**config.mk**
```make
export PLATFORM = sky130hd
export DESIGN_NAME = multicycle_control
export DESIGN_NICKNAME = d
export VERILOG_FILES = /design/src/rtl/ctrl_pkg.sv /design/src/rtl/ctrl_wait_timer.sv /design/src/rtl/multicycle_control.sv
export SDC_FILE = /design/constraint.sdc
export NUM_CORES = 1
export LEC_CHECK = 0
export CAP_MARGIN = 40
export CORE_UTILIZATION = 45
export CTS_BUF_LIST = sky130_fd_sc_hd__clkbuf_8 sky130_fd_sc_hd__clkbuf_16
export CTS_CLUSTER_DIAMETER = 80
export CTS_CLUSTER_SIZE = 14
export DETAILED_ROUTE_END_ITERATION = 10
export PLACE_DENSITY = 0.81
export SLEW_MARGIN = 5
export SYNTH_ARGS = -nofsm -noshare
export SYNTH_HDL_FRONTEND = slang
export SYNTH_SLANG_ARGS = --single-unit
```
**constraint.sdc**
```tcl
create_clock -name clk_i -period 1.7 [get_ports clk_i]
set_input_delay 0.425 -clock clk_i [delete_from_list [all_inputs] [get_ports clk_i]]
set_output_delay 0.425 -clock clk_i [all_outputs]
set_load 0.05 [all_outputs]
```
**src/rtl/ctrl_pkg.sv**
```systemverilog
// Shared encodings for the multi-cycle control unit: opcodes, FSM states and the
// datapath mux select codes. CTRL_JUMP_EN enables the JMP opcode (5); without it
// opcode 5 decodes as illegal.
package ctrl_pkg;

  localparam int unsigned OP_RTYPE = 0;
  localparam int unsigned OP_LW    = 1;
  localparam int unsigned OP_SW    = 2;
  localparam int unsigned OP_BEQ   = 3;
  localparam int unsigned OP_ADDI  = 4;
  localparam int unsigned OP_JMP   = 5;

  typedef enum logic [2:0] {
    StIdle,
    StFetch,
    StDecode,
    StExec,
    StMemAcc,
    StWb,
    StHalt
  } state_e;

  localparam logic [1:0] ALU_ADD   = 2'b00;
  localparam logic [1:0] ALU_SUB   = 2'b01;
  localparam logic [1:0] ALU_FUNCT = 2'b10;

  localparam logic [1:0] SRCB_RT   = 2'b00;
  localparam logic [1:0] SRCB_ONE  = 2'b01;
  localparam logic [1:0] SRCB_IMM  = 2'b10;
  localparam logic [1:0] SRCB_BOFF = 2'b11;

  localparam logic [1:0] PC_ALU    = 2'b00;
  localparam logic [1:0] PC_ALUOUT = 2'b01;
  localparam logic [1:0] PC_JUMP   = 2'b10;

  // True for opcodes this build can execute.
  function automatic logic op_legal(input int unsigned op);
`ifdef CTRL_JUMP_EN
    return op <= OP_JMP;
`else
    return op <= OP_ADDI;
`endif
  endfunction

endpackage

```
**src/rtl/ctrl_wait_timer.sv**
```systemverilog
// Counts ready-low cycles of one memory access. expire_o fires on a tick that
// arrives with the count already at WAIT_MAX; WAIT_MAX = 0 never expires.
module ctrl_wait_timer #(
  parameter int unsigned WAIT_MAX = 15
) (
  input  logic clk_i,
  input  logic rst_i,
  input  logic clear_i,
  input  logic tick_i,
  output logic expire_o
);

  localparam int unsigned CntW = (WAIT_MAX > 0) ? $clog2(WAIT_MAX + 1) : 1;

  logic [CntW-1:0] count_q, count_d;
  logic            at_max;

  assign at_max   = (count_q == CntW'(WAIT_MAX));
  assign expire_o = (WAIT_MAX != 0) && tick_i && at_max;

  // Clear has priority; saturate at WAIT_MAX since the FSM leaves on expiry.
  always_comb begin
    count_d = count_q;
    if (clear_i) begin
      count_d = '0;
    end else if (tick_i && !at_max) begin
      count_d = count_q + CntW'(1);
    end
  end

  // Counter register.
  always_ff @(posedge clk_i or posedge rst_i) begin
    if (rst_i) begin
      count_q <= '0;
    end else begin
      count_q <= count_d;
    end
  end

endmodule

```
**src/rtl/multicycle_control.sv**
```systemverilog
// Multi-cycle control unit: FETCH/DECODE/EXEC/MEMACC/WB sequencing with a
// ready-stalled memory handshake, bus-timeout trap to HALT and illegal-opcode skip.
// Optional feature macro: CTRL_JUMP_EN (enables opcode 5 = JMP).
module multicycle_control
  import ctrl_pkg::*;
#(
  parameter int unsigned OP_W     = 4,
  parameter int unsigned WAIT_MAX = 15
) (
  input  logic            clk_i,
  input  logic            rst_i,
  input  logic [OP_W-1:0] opcode_i,
  input  logic            mem_ready_i,
  output logic            pc_write_o,
  output logic            pc_write_cond_o,
  output logic            ir_write_o,
  output logic            mem_read_o,
  output logic            mem_write_o,
  output logic            iord_o,
  output logic            mem_to_reg_o,
  output logic            reg_dst_o,
  output logic            reg_write_o,
  output logic            alu_src_a_o,
  output logic [1:0]      alu_src_b_o,
  output logic [1:0]      alu_op_o,
  output logic [1:0]      pc_src_o,
  output logic            illegal_o,
  output logic            bus_err_o
);

  state_e          state_q;
  logic [OP_W-1:0] op_q;
  int unsigned     op_now, op_held;
  logic            legal;
  logic            wait_st, tmr_tick, tmr_expire;

  assign op_now  = 32'(opcode_i);
  assign op_held = 32'(op_q);
  assign legal   = op_legal(op_now);

  // The timer only runs while stalled; any other cycle (including the ready
  // cycle that leaves FETCH/MEMACC) clears it, so each access starts from zero.
  assign wait_st  = (state_q == StFetch) || (state_q == StMemAcc);
  assign tmr_tick = wait_st && !mem_ready_i;

  ctrl_wait_timer #(
    .WAIT_MAX(WAIT_MAX)
  ) u_wait_timer (
    .clk_i   (clk_i),
    .rst_i   (rst_i),
    .clear_i (!tmr_tick),
    .tick_i  (tmr_tick),
    .expire_o(tmr_expire)
  );

  // State sequencing; the opcode is captured in EXEC for MEMACC and WB.
  always_ff @(posedge clk_i or posedge rst_i) begin
    if (rst_i) begin
      state_q <= StIdle;
      op_q    <= '0;
    end else begin
      unique case (state_q)
        StIdle: state_q <= StFetch;
        StFetch: begin
          if (mem_ready_i) begin
            state_q <= StDecode;
          end else if (tmr_expire) begin
            state_q <= StHalt;
          end
        end
        StDecode: state_q <= legal ? StExec : StFetch;
        StExec: begin
          op_q <= opcode_i;
          if (op_now == OP_RTYPE || op_now == OP_ADDI) begin
            state_q <= StWb;
          end else if (op_now == OP_LW || op_now == OP_SW) begin
            state_q <= StMemAcc;
          end else begin
            state_q <= StFetch;
          end
        end
        StMemAcc: begin
          if (mem_ready_i) begin
            state_q <= (op_held == OP_LW) ? StWb : StFetch;
          end else if (tmr_expire) begin
            state_q <= StHalt;
          end
        end
        StWb:    state_q <= StFetch;
        StHalt:  state_q <= StHalt;
        default: state_q <= StIdle;
      endcase
    end
  end

  // Moore decode of the datapath strobes; only FETCH's IR/PC enables see mem_ready.
  always_comb begin
    pc_write_o      = 1'b0;
    pc_write_cond_o = 1'b0;
    ir_write_o      = 1'b0;
    mem_read_o      = 1'b0;
    mem_write_o     = 1'b0;
    iord_o          = 1'b0;
    mem_to_reg_o    = 1'b0;
    reg_dst_o       = 1'b0;
    reg_write_o     = 1'b0;
    alu_src_a_o     = 1'b0;
    alu_src_b_o     = SRCB_RT;
    alu_op_o        = ALU_ADD;
    pc_src_o        = PC_ALU;
    illegal_o       = 1'b0;
    bus_err_o       = 1'b0;
    unique case (state_q)
      StFetch: begin
        mem_read_o  = 1'b1;
        alu_src_b_o = SRCB_ONE;
        ir_write_o  = mem_ready_i;
        pc_write_o  = mem_ready_i;
      end
      StDecode: begin
        alu_src_b_o = SRCB_BOFF;
        illegal_o   = !legal;
      end
      StExec: begin
        case (op_now)
          OP_RTYPE: begin
            alu_src_a_o = 1'b1;
            alu_op_o    = ALU_FUNCT;
          end
          OP_LW, OP_SW, OP_ADDI: begin
            alu_src_a_o = 1'b1;
            alu_src_b_o = SRCB_IMM;
          end
          OP_BEQ: begin
            alu_src_a_o     = 1'b1;
            alu_op_o        = ALU_SUB;
            pc_write_cond_o = 1'b1;
            pc_src_o        = PC_ALUOUT;
          end
`ifdef CTRL_JUMP_EN
          OP_JMP: begin
            pc_write_o = 1'b1;
            pc_src_o   = PC_JUMP;
          end
`endif
          default: ;
        endcase
      end
      StMemAcc: begin
        iord_o      = 1'b1;
        mem_read_o  = (op_held == OP_LW);
        mem_write_o = (op_held == OP_SW);
      end
      StWb: begin
        reg_write_o  = 1'b1;
        reg_dst_o    = (op_held == OP_RTYPE);
        mem_to_reg_o = (op_held == OP_LW);
      end
      StHalt:  bus_err_o = 1'b1;
      default: ;
    endcase
  end

endmodule
```
==> summary.txt, run 1 <==
Floorplan
  – Initial core utilization: 50.47%
  – DIE HEIGHT: between 40 and 50 µm
  – IO Pins: 25
  – Row count: 14
  – Die width: roughly 44 µm

Placement
  – # port buffers: 23
  – Placed cell count: 153
  – DP HPWL: between 2000 and 2500 µm
  – Final GP Congestion: between 0.7 and 0.8

Logic synthesis
  – Top FF cell, synth: dfrtp_1
  – Post-synth top area cell: dfrtp_1
  – Flops & latches, synth: 11
  – Synth top area share: approximately 34%
  – Post-Syn Area: about 800 µm²
  – Yosys cell types: 37
  – Synth area leaders: dfrtp_1, mux2_2, xnor2_1
  – Asr flop ratio synth: 100.0%
  – Sequential fraction of the synthesis area: between 30% and 40%
  – Synthesized Nets: 100
  – Mapped Avg Cell Area: just under 9 µm²
  – Syn Inst Count: 92
  – EDFF count, synth: 0
  – Synth warn: 0

Clock tree
  – Post-CTS Resized: 38
  – Hold_buf cts: 0
  – Clock sinks: 11
  – Root buf cell: clkbuf_8
  – Clock buffer depth: 2
  – Postcts setup bufs: 9
  – CTS Buf Count: 3
  – H-tree levels: 1

Outcome
  – Halt Reason: [ERROR DPL-0038] Utilization greater than 100%, impossible to legalize
  – Status: aborted with a tool error
  – Fail Step: clock tree synthesis (4_1_cts)
==> stage by stage <==
step,instance area [µm²],setup slack [ns],setup TNS (ns)
after global placement,1454,-0.4949,-3.499
after detailed placement,1454,-0.5523,-4.572
after floorplan,922.1,-0.4397,-1.665
==> Yosys cell counts, types with 3 or more instances <==
cell,instances
nand3_1,3
inv_1,3
nor3_1,4
buf_2,3
xnor2_1,4
or3_1,4
a31oi_1,3
mux2_2,4
nor2_1,9
nor4_1,3
dfrtp_1,11
nor4b_1,3
buf_4,3
nand2_1,4
and2b_1,3
==> kinds of logic after synthesis <==
logic type	synth area share (%)
AO/OA/AOI/OAI	8.553
XOR/XNOR	4.354
adder cells (fa/ha/maj)	2.799
buffers and inverters	9.330
flip-flops	34.21
multiplexers	6.843
other	0.4661
AND/OR/NAND/NOR	33.44
==> run 2: changes to the inputs <==
Settings changed: CORE_AREA from default to 2 2 63 65, CORE_UTILIZATION 45 to default, CTS_BUF_LIST sky130_fd_sc_hd__clkbuf_8 sky130_fd_sc_hd__clkbuf_16 to default, CTS_CLUSTER_DIAMETER 80 to default, CTS_CLUSTER_SIZE 14 to default, DIE_AREA from default to 0 0 65 67, PLACE_DENSITY 0.81 to default, PLACE_DENSITY_LB_ADDON from default to 0.15.
==> run 2 against run 1 <==
Net effect: the flow now finishes, with violations (negative setup slack); synthesized cell count stayed put; area after synthesis stayed put.
==> summary.txt, run 2 <==
Clock tree
  – Root buf cell: clkbuf_8 (unchanged)
  – Hold_buf cts: 0 (unchanged)
  – Worst-path clk slew: around 0.05 ns
  – Clock latency on the worst-skew pair: ~0.23 ns
  – CTS tree: built
  – Clock sinks: 11 (unchanged)
  – H-tree levels: 1 (unchanged)
  – Clock buffer depth: 2 (unchanged)
  – CTS Buf Count: 3 (unchanged)

Logic synthesis
  – Synth top area share: 34.21% (unchanged)
  – Top FF cell, synth: dfrtp_1 (unchanged)
  – Sequential fraction of the synthesis area: 34.21% (unchanged)
  – Syn Inst Count: 92 (unchanged)
  – Synth area leaders: dfrtp_1, mux2_2, xnor2_1 (unchanged)
  – Flops & latches, synth: 11 (unchanged)
  – EDFF count, synth: 0 (unchanged)
  – Post-Syn Area: 804.5 µm² (unchanged)
  – Mapped Avg Cell Area: 8.745 µm² (unchanged)
  – Synthesized Nets: 100 (unchanged)
  – Synth warn: 0 (unchanged)
  – Asr flop ratio synth: 100.0% (unchanged)
  – Post-synth top area cell: dfrtp_1 (unchanged)
  – Top cells by instance count after synthesis: dfrtp_1, nor2_1 (unchanged)
  – Top-count cell post-synth: dfrtp_1 (unchanged)
  – Yosys cell types: 37 (unchanged)

Global routing
  – Initial antenna violation count: 0
  – Grt ovf: 0
  – Vias in the first global route: approximately 880
  – GRT Total Usage: around an eighth
  – First-pass GRT wire length: 3974 µm
  – Pin count of the biggest net entering global routing: 12

Final layout
  – ANT cells: 0
  – Fin nets: approximately 160
  – Finished Layout Cells: 194
  – Share of layout cells above drive strength 1: about two thirds
  – Final cell area excluding filler cells: between 0.0015 and 0.002 mm²
  – Commonest cells after routing, fill and taps aside: buf_4, buf_12, dfrtp_1, buf_6, nor2_1
  – Area grow syn2layout: 114.2%
  – Biggest regs: op_q x4, u_wait_timer.count_q x4, state_q x3
  – Most common cell after layout, fill and taps aside: buf_4

Floorplan
  – Core ar.: 0.003606 mm²
  – Die area: 0.004355 mm²
  – Row count: 22 (was 14)
  – IO Pins: 25 (unchanged)
  – Die width: 65 µm (was 44.28 µm)
  – DIE HEIGHT: 67 µm (was 44.28 µm)
  – Initial core utilization: 22.31% (was 50.47%)

Timing
  – Final setup fails: 15
  – Fin crit period: 1.861 ns
  – Fin crit share: 109.5%
  – Clock Skew: about 0.0023 ns
  – Final Hold Fails: 0
  – F_max: around 0.54 GHz
  – Final setup margin: -0.1607 ns
  – RSZ-0062 raised after global routing: true
  – Fin. max-slew vios: 0

Pwr
  – Switching Share: ~42%
  – Pwr dens: 1388 mW/mm²
  – Seq pwr share: between 10% and 20%
  – Max VDD drop: between 0.4 and 0.5 mV
  – Share of total power in the clock network: about a tenth
  – Sw Pwr: around 1.0 mW
  – Static Leakage: around 0.74 nW
  – Combinational Power Share: slightly above 70%
  – Cell Int Power: 1.385 mW

Placement
  – Final GP Congestion: 0.7609 (was 0.7658)
  – DP HPWL: 1795 µm (was 2209 µm)
  – Placed cell area: 0.001499 mm² (was 0.001454 mm²)
  – Placed cell count: 179 (was 153)
  – # port buffers: 23 (unchanged)

Routing
  – Via count: 884
  – Drt via density: between 4 and 5
  – Number of remaining DRC errors: 0
  – WL final: between 2000 and 2500 µm
  – Antenna Nets Post-Route: 0
  – Average wire per standard cell: around 13 µm
  – Starting DRT DRC Count: 9
  – DR pass1 iterations: 4

Critical path
  – Worst path arrival time: 1.44 ns
  – Worst Setup Start Kind: flip-flop
  – Reg2Reg Setup Slack: 0.07 ns
  – Endpoint class of the critical path: output port
  – Largest fanout on the critical path: 4
  – Critical Setup Path Class: flip-flop to output port
  – Required time of the critical path: between 1 and 1.5 ns

Run
  – Max-cap violations: 0

Hold path
  – Worst min path class: input pin to async pin

Outcome
  – Status: finished with violations (was aborted with a tool error)
  – Violated checks: negative setup slack
==> run 2: critical path, stage by stage, from the launching register on <==
cell	delay [ns]
dfrtp_1	0.40
buf_4	0.15
and2b_2	0.22
and2_4	0.15
and3_4	0.15
buf_12	0.14
==> run 2: power groups by stage <==
stage | combinational (mW) | sequential [mW] | clock, mW
2_1_floorplan | 0.838 | 0.422 | 0
3_3_place_gp | 1.37 | 0.441 | 0
3_5_place_dp | 1.38 | 0.444 | 0
4_1_cts | 1.62 | 0.451 | 0.260
5_1_grt | 1.77 | 0.465 | 0.280
6_report | 1.68 | 0.456 | 0.253
==> run 2: what timing repair did <==
item                                    in CTS  in global routing
pin swaps                                   15                  6
gates resized for setup                     42                  8
endpoints found under the setup margin      16                 17
buffers inserted                             9                  2
==> run 2: layer usage <==
layer  vias up  wire length (µm)  global-route usage (%)
li1        432                 -                       -
met5         -                 0                       0
met4         0                27                   5.319
met1       439              1022                   13.27
met2        11              1348                   22.68
met3         2                51                   1.351
==> run 2: final cells by class <==
| cell class | instances | area, µm² |
|---|---|---|
| clock buffer | 4 | 45.04 |
| inverter | 3 | 13.76 |
| timing repair buffer | 59 | 691.9 |
| tap | 48 | 60.06 |
| sequential | 11 | 277.8 |
| multi-input combinational | 69 | 634.4 |
| fill | 334 | 1883 |
==> run 2: cell families after synthesis <==
logic type,after synthesis,synth area share [%]
buf+inv,12,9.330
fa+ha+maj,2,2.799
other cells,1,0.4661
flops,11,34.21
compound gates,11,8.553
simple gates,46,33.44
xor+xnor,4,4.354
mux,5,6.843
==> run 2: path summary, 6_finish.rpt <==
path,start,cells past startpoint,endpoint
setup reg to reg,state_q[1],6,state_q[2]
hold / removal,rst_i,2,u_wait_timer.count_q[1]
hold reg to reg,state_q[2],1,state_q[0]
setup / recovery,state_q[2],5,mem_write_o
max in group asynchronous,rst_i,2,state_q[0]
min in group clk_i,state_q[2],1,state_q[0]
==> run 2: through the flow <==
| stage | total power, mW | util, % | TNS, ns | hold WS (ns) | setup WS, ns |
|---|---|---|---|---|---|
| 3_5_place_dp | 1.823 | 41.57 | -3.751 | 0.5210 | -0.5480 |
| 6_report | 2.391 | 47.78 | -1.482 | 0.5084 | -0.1607 |
| 4_1_cts | 2.327 | 46.74 | -1.337 | 0.5147 | -0.1610 |
| 3_3_place_gp | 1.812 | 41.57 | -3.611 | 0.5118 | -0.5241 |
| 2_1_floorplan | 1.260 | - | -1.665 | 0.2774 | -0.4397 |
| 5_1_grt | 2.515 | 47.78 | -2.288 | 0.5465 | -0.2085 |
No activity file was read; power rests on OpenSTA's default activity.
==> run 3: changes to the inputs <==
Settings changed: SETUP_SLACK_MARGIN from default to 0.1.
==> run 3 against run 2 <==
Net effect: the run still ends with negative setup slack left; clock power is 8% higher; core utilization shrank 0.069 points; via count fell by 2.9%; critical path depth stayed put; die area unchanged; global-route usage down 0.70 points; cell count shrank 2.6%; non-clock buffer count shrank 5; design area down 0.15%; register-to-register slack better by 0.10 ns; sequential cell count unchanged; critical path type unchanged; largest cell class is now multi-input combinational cells; largest power group unchanged.
==> summary.txt, run 3 (same netlist as run 2, synthesis figures left out) <==
Clock tree
  – CTS tree: built (unchanged)
  – Clock sinks: 11 (unchanged)
  – Clock buffer depth: 2 (unchanged)
  – Worst-path clk slew: 0.05 ns (about the same)
  – H-tree levels: 1 (unchanged)
  – Clock latency on the worst-skew pair: 0.24 ns (was 0.23 ns)
  – Root buf cell: clkbuf_8 (unchanged)
  – CTS Buf Count: 3 (unchanged)

Placement
  – DP HPWL: 1882 µm (was 1795 µm)
  – # port buffers: 23 (unchanged)
  – Placed cell area: 0.001531 mm² (was 0.001499 mm²)
  – DP Worst Slack: -0.5546 ns (was -0.5480 ns)
  – Final GP Congestion: 0.7321 (was 0.7609)

Critical path
  – Endpoint class of the critical path: output port (unchanged)
  – Required time of the critical path: 1.27 ns (about the same)
  – Largest fanout on the critical path: 5 (was 4)
  – Top delay family on crit path: simple AND/OR/NAND/NOR gates (unchanged)
  – WP buf/inv: 2 (unchanged)
  – Worst path max stage delay: 0.42 ns (was 0.40 ns)
  – RR Startpoint: state_q[2] (was state_q[1])
  – Critical path cell sequence: buf_6 > and2b_2 > and2_4 > and3_4 > buf_12 (was buf_4 > and2b_2 > and2_4 > and3_4 > buf_12)
  – Worst Setup Start Kind: flip-flop (unchanged)
  – CP max stage cell: dfrtp_1 (unchanged)
  – Worst path arrival time: 1.47 ns (was 1.44 ns)
  – Critical Setup Path Class: flip-flop to output port (unchanged)
  – Crit path launch: state_q[2] (unchanged)

Timing
  – Fin crit period: 1.891 ns (was 1.861 ns)
  – Final setup fails: 14 (was 15)
  – Fin. max-slew vios: 0 (unchanged)
  – Fin crit share: 111.2% (was 109.5%)
  – Clock Skew: 0.002865 ns (was 0.002318 ns)
  – F_max: 0.5288 GHz (was 0.5374 GHz)
  – Hold slack: 0.4692 ns (was 0.5084 ns)
  – Final setup margin: -0.1910 ns (was -0.1607 ns)
  – RSZ-0062 raised after global routing: true (unchanged)
  – Final Hold Fails: 0 (unchanged)

Pwr
  – Pwr dens: 1423 mW/mm² (was 1388 mW/mm²)
  – Max VDD drop: 0.5418 mV (was 0.4667 mV)
  – Power Total: 2.448 mW (was 2.391 mW)
  – Static Leakage: 0.7255 nW (was 0.7377 nW)

Final layout
  – Final cell area excluding filler cells: 0.001720 mm² (was 0.001723 mm²)
  – Commonest cells after routing, fill and taps aside: buf_4, buf_12, dfrtp_1, buf_6, nor2_1 (unchanged)
  – Fin nets: 150 (was 155)
  – Biggest regs: op_q x4, u_wait_timer.count_q x4, state_q x3 (unchanged)
  – Area grow syn2layout: 113.8% (was 114.2%)
  – ANT cells: 0 (unchanged)
  – Share of layout cells above drive strength 1: 64.54% (was 65.07%)
  – Most common cell after layout, fill and taps aside: buf_4 (unchanged)
  – Final Core Density: 47.71% (was 47.78%)

Routing
  – Drt via density: 4.540 (was 4.557)
  – WL final: 2358 µm (was 2450 µm)
  – Number of remaining DRC errors: 0 (unchanged)
  – Antenna Nets Post-Route: 0 (unchanged)
  – Via count: 858 (was 884)
  – DR pass1 iterations: 2 (was 4)
  – Average wire per standard cell: 12.48 µm (was 12.63 µm)
  – Starting DRT DRC Count: 15 (was 9)

Global routing
  – First-pass GRT wire length: 3698 µm (was 3974 µm)
  – Initial antenna violation count: 0 (unchanged)
  – GRT Total Usage: 11.24% (was 11.94%)
  – Vias in the first global route: 852 (was 879)
  – Met1 Use GR: 12.79% (was 13.27%)
  – Most Used Layer, Global Route: met2 (unchanged)
  – Met2 Usage GRT: 19.59% (was 22.68%)
  – Pin count of the biggest net entering global routing: 12 (unchanged)
  – Met3 global-route usage: 1.520% (was 1.351%)
  – Grt ovf: 0 (unchanged)

Floorplan
  – DIE HEIGHT: 67 µm (unchanged)
  – Initial core utilization: 22.31% (unchanged)
  – Row count: 22 (unchanged)
  – Core ar.: 0.003606 mm² (unchanged)
  – Die width: 65 µm (unchanged)
  – Die area: 0.004355 mm² (unchanged)
  – IO Pins: 25 (unchanged)

Run
  – Max-cap violations: 0 (unchanged)

Hold path
  – Worst min path class: input pin to async pin (unchanged)

Outcome
  – Violated checks: negative setup slack (unchanged)
  – Status: finished with violations (unchanged)
## run 3: worst register-to-register path, stage by stage (launching register included)
cell and delay, ns:
dfrtp_1 0.42, buf_6 0.14, buf_4 0.14, or3b_4 0.37, or3_1 0.32, nand3_1 0.09
## run 3: final timing paths
check                                     endpoint  slack [ns]  depth (start not counted)
min                        u_wait_timer.count_q[0]        0.47                          2
min in group clk_i                      state_q[0]        0.54                          1
max                                    mem_write_o       -0.19                          5
max in group asynchronous               state_q[0]        0.91                          2
min reg2reg                             state_q[0]        0.54                          1
max reg2reg                             state_q[2]        0.17                          5
## run 3: cell type report
cell class	instances	area (µm²)
clock buffer	4	45.04
fill	350	1886
inverter	3	11.26
multi-input combinational	69	674.4
sequential	11	277.8
tap	48	60.06
timing repair buffer	54	651.9
## run 3: repair_timing
item                                    in CTS  in global routing
buffers inserted                             4                  2
hold buffers                                 0                  0
endpoints found under the setup margin      19                 19
pin swaps                                    8                  8
resized for setup                           34                 16
## run 3: routing by layer
layer  wire length [µm]  part of all wire (%)
met1                986                    42
met3                 79                   3.4
met4                 49                   2.1
met2               1242                    53
met5                  0                     0
## run 3: per-stage QoR
| step | TNS (ns) | std cells |
|---|---|---|
| finish | -1.757 | 189 |
| global route | -2.750 | 189 |
| CTS | -2.136 | 189 |
| detailed placement | -3.676 | 181 |
| global placement | -3.478 | 181 |
| floorplan | -1.709 | 92 |
## run 3: report_power, final
| part | internal (mW) | switching, mW | leakage [nW] |
|---|---|---|---|
| Combinational | 0.903 | 0.822 | 0.566 |
| Sequential | 0.358 | 0.0921 | 0.137 |
| Clock | 0.165 | 0.107 | 0.0228 |
==> run 4: changes to the inputs <==
Settings changed: RECOVER_POWER from default to 50.
==> run 4 against run 3 <==
Net effect: the run still ends with negative setup slack left; critical path depth unchanged; clock power about the same; largest cell class unchanged; total power about the same; count of clock-buffer cells in the layout did not move; core utilization stayed put; critical path type unchanged.
==> summary.txt, run 4 (same netlist as run 2, synthesis figures left out) <==
Placement
  – DP Worst Slack: -0.5546 ns (unchanged)
  – Final GP Congestion: 0.7321 (unchanged)
  – # port buffers: 23 (unchanged)
  – DP HPWL: 1882 µm (unchanged)
  – Placed cell count: 181 (unchanged)

Floorplan
  – Die area: 0.004355 mm² (unchanged)
  – Die width: 65 µm (unchanged)
  – IO Pins: 25 (unchanged)
  – Core ar.: 0.003606 mm² (unchanged)
  – Row count: 22 (unchanged)
  – Initial core utilization: 22.31% (unchanged)
  – DIE HEIGHT: 67 µm (unchanged)

Global routing
  – Pin count of the biggest net entering global routing: 12 (unchanged)
  – First-pass GRT wire length: 3698 µm (unchanged)
  – Grt ovf: 0 (unchanged)
  – Vias in the first global route: 852 (unchanged)
  – Initial antenna violation count: 0 (unchanged)
  – GRT Total Usage: 11.24% (unchanged)

Final layout
  – Share of layout cells above drive strength 1: 64.54% (unchanged)
  – Most common cell after layout, fill and taps aside: buf_4 (unchanged)
  – Area grow syn2layout: 113.8% (unchanged)
  – Fin nets: 150 (unchanged)
  – Finished Layout Cells: 189 (unchanged)
  – ANT cells: 0 (unchanged)
  – Final Core Density: 47.71% (unchanged)
  – Layout fillers: 350 (unchanged)
  – Biggest regs: op_q x4, u_wait_timer.count_q x4, state_q x3 (unchanged)
  – Commonest cells after routing, fill and taps aside: buf_4, buf_12, dfrtp_1, buf_6, nor2_1 (unchanged)

Clock tree
  – H-tree levels: 1 (unchanged)
  – Clock latency on the worst-skew pair: 0.24 ns (about the same)
  – CTS tree: built (unchanged)
  – Clock buffer depth: 2 (unchanged)
  – Worst-path clk slew: 0.05 ns (about the same)
  – Root buf cell: clkbuf_8 (unchanged)
  – CTS Buf Count: 3 (unchanged)
  – Clock sinks: 11 (unchanged)

Hold path
  – Worst min path class: flip-flop to flip-flop (was input pin to async pin)

Timing
  – Final setup margin: -0.1910 ns (unchanged)
  – Setup TNS: -1.757 ns (unchanged)
  – Fin crit period: 1.891 ns (unchanged)
  – F_max: 0.5288 GHz (unchanged)
  – Fin. max-slew vios: 0 (unchanged)
  – RSZ-0062 raised after global routing: true (unchanged)
  – Final setup fails: 14 (unchanged)
  – Final Hold Fails: 0 (unchanged)
  – Clock Skew: 0.002865 ns (unchanged)
  – Fin crit share: 111.2% (unchanged)

Routing
  – DR pass1 iterations: 2 (unchanged)
  – WL final: 2358 µm (unchanged)
  – Wire length on met3: 79 µm (unchanged)
  – Average wire per standard cell: 12.48 µm (unchanged)
  – Number of remaining DRC errors: 0 (unchanged)
  – Drt via density: 4.540 (unchanged)
  – Wire length on met1: 986 µm (unchanged)
  – Antenna Nets Post-Route: 0 (unchanged)
  – Starting DRT DRC Count: 15 (unchanged)
  – Via count: 858 (unchanged)
  – Met2 wire length: 1242 µm (unchanged)
  – Top Metal Used: met4 (unchanged)

Critical path
  – Endpoint class of the critical path: output port (unchanged)
  – Required time of the critical path: 1.27 ns (about the same)
  – Critical Setup Path Class: flip-flop to output port (unchanged)
  – Largest fanout on the critical path: 5 (unchanged)
  – Worst path arrival time: 1.47 ns (about the same)
  – Worst Setup Start Kind: flip-flop (unchanged)

Run
  – Max-cap violations: 0 (unchanged)

Pwr
  – Static Leakage: 0.7258 nW (was 0.7255 nW)
  – Pwr dens: 1423 mW/mm² (about the same)
  – Max VDD drop: 0.5417 mV (was 0.5418 mV)

Outcome
  – Violated checks: negative setup slack (unchanged)
  – Status: finished with violations (unchanged)
-- run 4: changes by cell type in the layout (fill, tap and decap cells not counted) --
| cell | before | now |
|---|---|---|
| clkdlybuf4s50_1 | 2 | 1 |
| dlygate4sd3_1 | 0 | 1 |
-- run 4: where the power goes --
group,internal (mW),switching [mW],total [mW]
Clock,0.165,0.107,0.272
Combinational,0.903,0.822,1.73
Sequential,0.358,0.0921,0.450
Total,1.43,1.02,2.45
-- run 4: final timing paths --
| check | start | endpoint | slack, ns | cells after the start |
|---|---|---|---|---|
| max | state_q[2] | mem_write_o | -0.19 | 5 |
| min in group asynchronous | rst_i | u_wait_timer.count_q[0] | 0.61 | 2 |
| min reg2reg | state_q[1] | state_q[0] | 0.54 | 1 |
| min | state_q[1] | state_q[0] | 0.54 | 1 |
| max in group asynchronous | rst_i | state_q[0] | 0.78 | 2 |
| max reg2reg | state_q[2] | state_q[2] | 0.17 | 5 |
-- run 4: what timing repair did --
item | CTS | global route
setup endpoints to repair | 19 | 19
pin swaps | 8 | 8
buffers inserted | 4 | 2
gates resized for setup | 34 | 16
hold buffers | 0 | 0
-- run 4: critical path, cell delays in order (launching register included) --
cell and delay (ns):
dfrtp_1 0.42, buf_6 0.14, and2b_2 0.22, and2_4 0.15
and3_4 0.15, buf_12 0.14
-- run 4: per-stage QoR --
step	total power [mW]	instance area [µm²]	hold slack, ns
final	2.447	1720	0.5357
after global routing	2.582	1720	0.5662
after CTS	2.348	1648	0.4791
after detailed placement	1.933	1531	0.5268
after global placement	1.918	1531	0.5202
after floorplan	1.291	945.9	0.2774
-- run 4: cell type report --
type / count / area, µm² / share of cell area (%)
Inverter: 3 / 11.26 / 0.6545
Tap cell: 48 / 60.06 / 3.491
Clock buffer: 4 / 45.04 / 2.618
Sequential cell: 11 / 277.8 / 16.15
Multi-Input combinational cell: 69 / 674.4 / 39.20
Timing Repair Buffer: 54 / 651.9 / 37.89
-- run 4: layer usage --
metal | GRT usage [%] | up-vias
li1 | - | 427
met1 | 12.79 | 407
met2 | 19.59 | 18
met3 | 1.520 | 6
met4 | 7.447 | 0
met5 | 0 | -
